[src/rtl/uart_tx_engine.sv]
// UART transmit serialiser: pops words from a first-word-fall-through FIFO and
// shifts out start/data/parity/stop bits, each held for OVERSAMPLE baud ticks.
module uart_tx_engine #(
  parameter int OVERSAMPLE = 16
) (
  input  logic       clk_i,
  input  logic       rst_n_i,
  input  logic       ov_baud_tick_i,
  input  logic       tx_enable_i,
  input  logic       fifo_empty_i,
  input  logic [7:0] fifo_data_i,
  output logic       fifo_read_o,
  input  logic [1:0] data_width_i,
  input  logic [1:0] parity_mode_i,
  input  logic [1:0] stop_bits_i,
  output logic       tx_o,
  output logic       tx_done_o,
  output logic       tx_idle_o
);

  localparam int CW = (OVERSAMPLE > 1) ? $clog2(OVERSAMPLE) : 1;
  localparam logic [CW-1:0] CNT_LAST = CW'(OVERSAMPLE - 1);

  localparam logic [1:0] PAR_EVEN = 2'd0;
  localparam logic [1:0] PAR_ODD  = 2'd1;
  localparam logic [1:0] SB_2BIT  = 2'd1;

  localparam logic [2:0] S_IDLE   = 3'd0;
  localparam logic [2:0] S_START  = 3'd1;
  localparam logic [2:0] S_DATA   = 3'd2;
  localparam logic [2:0] S_PARITY = 3'd3;
  localparam logic [2:0] S_STOP   = 3'd4;

  logic [2:0]    state_q, state_d;
  logic [CW-1:0] cnt_q, cnt_d;
  logic [2:0]    bit_cnt_q, bit_cnt_d;
  logic [2:0]    last_bit_q, last_bit_d;
  logic [7:0]    shift_q, shift_d;
  logic          par_en_q, par_en_d;
  logic          par_bit_q, par_bit_d;
  logic          two_stop_q, two_stop_d;
  logic          stop_cnt_q, stop_cnt_d;
  logic          tx_q, tx_d;
  logic          read_q, read_d;
  logic          done_q, done_d;

  logic       pop_ok;
  logic       bit_end;
  logic [2:0] last_bit_new;
  logic [7:0] data_mask;

  assign pop_ok       = tx_enable_i & ~fifo_empty_i;
  assign bit_end      = ov_baud_tick_i & (cnt_q == CNT_LAST);
  assign last_bit_new = 3'd4 + {1'b0, data_width_i};

  // Parity covers only the bits that will actually be sent.
  for (genvar gi = 0; gi < 8; gi++) begin : g_mask
    assign data_mask[gi] = (3'(gi) <= last_bit_new);
  end

  always_comb begin
    state_d    = state_q;
    cnt_d      = cnt_q;
    bit_cnt_d  = bit_cnt_q;
    last_bit_d = last_bit_q;
    shift_d    = shift_q;
    par_en_d   = par_en_q;
    par_bit_d  = par_bit_q;
    two_stop_d = two_stop_q;
    stop_cnt_d = stop_cnt_q;
    read_d     = 1'b0;
    done_d     = 1'b0;

    if (state_q != S_IDLE && ov_baud_tick_i) begin
      cnt_d = bit_end ? '0 : cnt_q + CW'(1);
    end

    unique case (state_q)
      S_START: begin
        if (bit_end) begin
          state_d   = S_DATA;
          bit_cnt_d = 3'd0;
        end
      end
      S_DATA: begin
        if (bit_end) begin
          shift_d = shift_q >> 1;
          if (bit_cnt_q == last_bit_q) begin
            state_d    = par_en_q ? S_PARITY : S_STOP;
            stop_cnt_d = 1'b0;
          end else begin
            bit_cnt_d = bit_cnt_q + 3'd1;
          end
        end
      end
      S_PARITY: begin
        if (bit_end) begin
          state_d    = S_STOP;
          stop_cnt_d = 1'b0;
        end
      end
      S_STOP: begin
        if (bit_end) begin
          if (two_stop_q && !stop_cnt_q) begin
            stop_cnt_d = 1'b1;
          end else begin
            done_d  = 1'b1;
            state_d = S_IDLE;
          end
        end
      end
      default: state_d = S_IDLE;
    endcase

    // Load from IDLE, or chain straight into the next frame from the last stop tick.
    if ((state_q == S_IDLE || (state_q == S_STOP && done_d)) && pop_ok) begin
      read_d     = 1'b1;
      state_d    = S_START;
      cnt_d      = '0;
      shift_d    = fifo_data_i;
      last_bit_d = last_bit_new;
      par_en_d   = (parity_mode_i == PAR_EVEN) || (parity_mode_i == PAR_ODD);
      par_bit_d  = (^(fifo_data_i & data_mask)) ^ (parity_mode_i == PAR_ODD);
      two_stop_d = (stop_bits_i == SB_2BIT);
    end
  end

  always_comb begin
    tx_d = 1'b1;
    unique case (state_q)
      S_START:  tx_d = 1'b0;
      S_DATA:   tx_d = shift_q[0];
      S_PARITY: tx_d = par_bit_q;
      default:  tx_d = 1'b1;
    endcase
  end

  always_ff @(posedge clk_i or negedge rst_n_i) begin
    if (!rst_n_i) begin
      state_q    <= S_IDLE;
      cnt_q      <= '0;
      bit_cnt_q  <= 3'd0;
      last_bit_q <= 3'd0;
      shift_q    <= 8'd0;
      par_en_q   <= 1'b0;
      par_bit_q  <= 1'b0;
      two_stop_q <= 1'b0;
      stop_cnt_q <= 1'b0;
      tx_q       <= 1'b1;
      read_q     <= 1'b0;
      done_q     <= 1'b0;
    end else begin
      state_q    <= state_d;
      cnt_q      <= cnt_d;
      bit_cnt_q  <= bit_cnt_d;
      last_bit_q <= last_bit_d;
      shift_q    <= shift_d;
      par_en_q   <= par_en_d;
      par_bit_q  <= par_bit_d;
      two_stop_q <= two_stop_d;
      stop_cnt_q <= stop_cnt_d;
      tx_q       <= tx_d;
      read_q     <= read_d;
      done_q     <= done_d;
    end
  end

  assign tx_o        = tx_q;
  assign fifo_read_o = read_q;
  assign tx_done_o   = done_q;
  assign tx_idle_o   = (state_q == S_IDLE);

endmodule

[config.mk]
export PLATFORM = sky130hd
export DESIGN_NAME = uart_tx_engine
export DESIGN_NICKNAME = d
export VERILOG_FILES = /design/src/rtl/uart_tx_engine.sv
export SDC_FILE = /design/constraint.sdc
export NUM_CORES = 1
export LEC_CHECK = 0
export BUFFER_PORTS_ARGS = -buffer_cell sky130_fd_sc_hd__buf_4
export CAP_MARGIN = 20
export CORE_ASPECT_RATIO = 1.1
export CORE_MARGIN = 8
export CORE_UTILIZATION = 35
export CTS_BUF_LIST = sky130_fd_sc_hd__clkbuf_8
export DETAILED_ROUTE_END_ITERATION = 8
export HOLD_SLACK_MARGIN = 0.06
export PLACE_DENSITY = 0.61
export SYNTH_ARGS = -nofsm -noshare
export SYNTH_HDL_FRONTEND = slang
export SYNTH_SLANG_ARGS = --single-unit
[constraint.sdc]
create_clock -name clk_i -period 3.25 [get_ports clk_i]
set_input_delay 0.1625 -clock clk_i [delete_from_list [all_inputs] [get_ports clk_i]]
set_output_delay 0.1625 -clock clk_i [all_outputs]
set_load 0.01 [all_outputs]
### Word level (Yosys, flattened, before mapping)

Index checks and enable logic that the tools add are counted.
W data, S select, Z words.

| storage, ports and cells | value |
|---|---|
| input bits | 19 |
| register bits | 28 |
| output and inout bits | 4 |
| logic and storage cells | 99 |

| cells by class | value |
|---|---|
| eq/ne operators | 21 |
| reductions and logical operators | 20 |
| order comparisons | 8 |
| bitwise logic cells | 5 |
| add/subtract/negate cells | 3 |
| multiplexer cells | 30 |

Operator list:

| kind | number |
|---|---|
| $mux W3 | 11 |
| $mux W8 | 3 |
| $ne A2 B2 Y1 const B | 7 |
| $le A3 B3 Y1 const A | 4 |
| $mux W4 | 3 |
| $ne A3 B3 Y1 const B | 4 |
| $pmux W3 S4 | 1 |
| $reduce_and A6 Y1 | 2 |
| $mux W1 | 9 |
| $and A8 B8 Y8 | 1 |
| $reduce_bool A2 Y1 | 4 |
| $reduce_xor A8 Y1 | 1 |
| $eq A3 B2 Y1 const B | 2 |
| $le A1 B3 Y1 const A | 2 |
| $le A2 B3 Y1 const A | 2 |
| $ne A3 B2 Y1 const B | 2 |
| $pmux W1 S3 | 2 |
| $pmux W3 S2 | 1 |
| $reduce_bool A3 Y1 | 2 |
| $add A4 B1 Y4 const B | 1 |
| $eq A2 B1 Y1 const B | 2 |
| $eq A4 B4 Y1 const B | 1 |
| $logic_and A1 B1 Y1 | 4 |
| $reduce_and A4 Y1 | 1 |
| 13 further kinds | 15 |

### Depth between registers and ports, before layout

| logic depth | value |
|---|---|
| depth in word-level cells | 10 |
| mapped depth | 7 |
| gate-level depth less buffers | 6 |

### Worst setup path after synthesis

No wires, ideal clock.

| path | value |
|---|---|
| path kind | reg-to-reg |
| from | reg cnt_q[0] |
| to | reg last_bit_q[0] |
| arrival time | 1.529 ns |
| setup time | 0.125 ns |
| clock period less this slack | 1.654 ns |
| path slack | 1.596 ns |
| path buffers | 0 |
| required time | 3.125 ns |
| stages on the path, launching flop included | 7 |
| cell sequence | dfrtp_1 -> ha_1 -> nand4_1 -> o21ai_0 -> nand2_1 -> inv_2 -> mux2_2 |

| between the ends | value |
|---|---|
| word-level cells in the longest chain between the ends | 7 |

RTL lines:

| element | RTL line | RTL |
|---|---|---|
| start: declaration | 35 | `logic [CW-1:0] cnt_q, cnt_d;` |
| start signal: assignment | 154 | `cnt_q <= cnt_d;` |
| $eq A4 B4 Y1 | 53 | `assign bit_end = ov_baud_tick_i & (cnt_q == CNT_LAST);` |
| $and A1 B1 Y1 | 53 |  |
| $mux W1 | 103 | `if (bit_end) begin` |
| $mux W1 | 78 | `unique case (state_q)` |
| $logic_and A1 B1 Y1 | 116 | `if ((state_q == S_IDLE \|\| (state_q == S_STOP && done_d)) && pop_ok) begin` |
| $logic_or A1 B1 Y1 | 116 |  |
| $logic_and A1 B1 Y1 | 116 |  |
| end signal: assignment | 156 | `last_bit_q <= last_bit_d;` |
| end: declaration | 37 | `logic [2:0] last_bit_q, last_bit_d;` |

No other way between the ends.
A chain may end at the register's enable or synchronous reset.

### Final worst setup path

| path | value |
|---|---|
| from | reg cnt_q[0] |
| to | reg last_bit_q[1] |

The elaborated chain is that of the path after synthesis.

==> impl_metrics.ini <==
[flow_run]
max_cap_violations = 0

[timing]
final_max_slew_viol_count = 0
setup_violations = 0
max_freq_mhz = 470
holdWs_ns = 0.122
relSlewSlack_pct = 52.3
tns_ns = 0
rsz0062_at_grt = no
finalCritPeriodShare_pct = 65.5
period_minus_slack_ns = 2.13
setup_slack_ns = 1.12
tightestPinTransition_ns = 0.710
skew_ns = 0.00160
hold_viol_final = 0

[cts]
cts_root_buf = clkbuf_8
ctsHtreeMaxLevel = 1
postCtsHoldBufs = 2
cts_sinks = 28
cts_tree = built
path_clk_slew_ns = 0.10
cts_buffer_depth = 2
post_cts_buffers = 0
cts_resized = 0
numCtsBuffers = 3
clock_latency_ns = 0.27

[cells_and_area]
final_cells = 220
diodes = 0
syn_to_final_growth_pct = 19.3
design_area_um2 = 1770
finish.utilization_pct = 42.2
drive_above_1_share_pct = 23.5
final_nets = 188

[critical_path]
start_kind = register
path_class = reg2reg
worstPathArrival_ns = 2.30
cp_data_required_time_ns = 3.42
crit_path_max_fanout = 18
crit_path_end_kind = register

[pwr]
peakVddDrop_v = 0.000279
power_mw = 1.22
switching_power_uw = 420
sequentialPowerShare_pct = 48.9
clock_power_share_pct = 18.0
p_leak_nw = 0.779
internal-power_uw = 796
combPwrFrac_pct = 33.1
sw_frac_of_total_pct = 34.6
p_per_area_nw_per_um2 = 688

[place]
dp_hpwl_mm = 2.37
place.gp.congestion = 0.781
place_area_um2 = 1690
portBuffers = 22
dp.cells = 214
dp_slack_ns = 1.14

[worst_hold_path]
hold_path.class = in2reg

[die]
ios = 23
start_util_pct = 35.3
die_h_um = 84.2
die_width_um = 78.0
rows = 25
die_area_um2 = 6570
core-area_um2 = 4190

[drt]
via_per_inst = 5.20
routed_wl_mm = 3.21
drc = 0
drtIter0Drc = 65
final_antenna_net_count = 0
wl_per_cell_um = 14.6
vias = 1144
first_pass_iters = 4

[synth]
yosysSeqAreaShare_pct = 47.4
synth_area_um2 = 1480
yosysUniqueCellTypes = 49
postSynthCellCount = 143
synth_seq_cells = 28
syn-num-nets = 164
ys_warn_count = 0
synth_ff_type = dfrtp_1
async_flop_share_pct = 100
synth_edf_count = 0
syn_area_per_cell_um2 = 10.4

[global_route]
grt_pass1_wl_mm = 5.40
grt_max_degree = 29
grt-ovfl-total = 0
antenna_found_initial = 0
grt_use_total_pct = 9.94
grt_pass1_vias = 1192

[run_status]
status = complete, no violations
[power groups by stage]
| stage | sequential (mW) | clock [mW] | combinational [mW] |
|---|---|---|---|
| 2_1_floorplan | 0.554 | 0 | 0.325 |
| 3_3_place_gp | 0.595 | 0 | 0.386 |
| 3_5_place_dp | 0.601 | 0 | 0.402 |
| 4_1_cts | 0.594 | 0.223 | 0.407 |
| 5_1_grt | 0.614 | 0.242 | 0.450 |
| 6_report | 0.595 | 0.219 | 0.403 |
[layout by cell type (no fill, tap or decap), types with 2 or more instances in the layout]
cell	Yosys	final
a31oi_1	2	2
nand4_1	2	2
mux2i_1	7	7
ha_1	2	2
o21ai_0	8	8
nor2b_1	3	3
a21oi_1	7	7
xnor2_1	6	6
xnor3_1	2	2
inv_1	2	2
buf_4	1	25
nor2_1	11	11
mux2_2	3	3
o21ai_1	4	4
dlygate4sd3_1	0	2
nand2_1	7	7
nor3_1	3	3
nand3_1	8	8
clkbuf_8	0	4
dfrtp_1	27	27
nand2b_1	3	3
o31ai_1	2	2
[cell usage after synthesis, drive strengths merged, types with 3 or more instances]
master / number / share of area, %
dfrtp: 27 / 46
nor2: 12 / 3.2
o21ai: 12 / 4.1
nand3: 8 / 2.7
a21oi: 7 / 2.4
mux2i: 7 / 4.7
nand2: 7 / 1.8
xnor2: 6 / 3.5
buf: 4 / 1.9
clkbuf: 4 / 1.0
inv: 3 / 0.76
mux2: 3 / 2.3
nand2b: 3 / 1.3
nor2b: 3 / 1.3
nor3: 3 / 1.0
[registers in the layout, indices dropped and copies added, names as in the netlist]
signal       flops
par_bit_q        1
bit_cnt_q        3
tx_o             1
shift_q          8
tx_done_o        1
state_q          3
last_bit_q       3
par_en_q         1
stop_cnt_q       1
two_stop_q       1
cnt_q            4
fifo_read_o      1
[metal layers]
| layer | GRT usage (%) | wire length (um) | part of all wire, % | up-vias |
|---|---|---|---|---|
| met5 | 0 | 0 | 0 | - |
| met4 | 3.54 | 20 | 0.62 | 0 |
| met3 | 2.03 | 120 | 3.7 | 2 |
| met2 | 17.3 | 1590 | 50 | 21 |
| met1 | 11.7 | 1480 | 46 | 559 |
| li1 | - | - | - | 562 |
[area by class of cell]
| cell class | count | area, um2 |
|---|---|---|
| inverters | 3 | 11.3 |
| clock buffers | 4 | 55.1 |
| multi-input cells | 104 | 724 |
| well taps | 54 | 67.6 |
| repair buffers | 27 | 208 |
| fillers | 419 | 2420 |
| flip-flops and latches | 28 | 702 |
[cell families (layout without fill, tap and decap cells)]
| kind of cell | Yosys count | in the layout | synth area share (%) |
|---|---|---|---|
| flip-flops | 28 | 28 | 47.4 |
| AND/OR/NAND/NOR | 48 | 48 | 17.5 |
| adder cells (fa/ha/maj) | 2 | 2 | 1.69 |
| buffers and inverters | 11 | 34 | 3.72 |
| XOR/XNOR | 9 | 9 | 7.18 |
| AO/OA/AOI/OAI | 35 | 35 | 15.5 |
| multiplexers | 10 | 10 | 7.01 |
[path summary, 6_finish.rpt]
check,from,to,slack [ns],depth (start not counted)
max,cnt_q[0],last_bit_q[1],1.12,8
min,fifo_data_i[5],shift_q[5],0.12,3
max reg2reg,cnt_q[0],last_bit_q[1],1.12,8
min reg2reg,cnt_q[3],cnt_q[3],0.52,1
max in group asynchronous,rst_n_i,tx_o,2.60,2
min in group asynchronous,rst_n_i,shift_q[3],0.34,2
[critical path, cell delays in order (launching register included)]
cell and delay, ns:
dfrtp_1 0.40, ha_1 0.19, nand4_1 0.10, buf_4 0.19
o21ai_0 0.18, buf_4 0.20, nand2_1 0.12, inv_2 0.26
mux2_2 0.37
(Power assumes the default switching activity.)
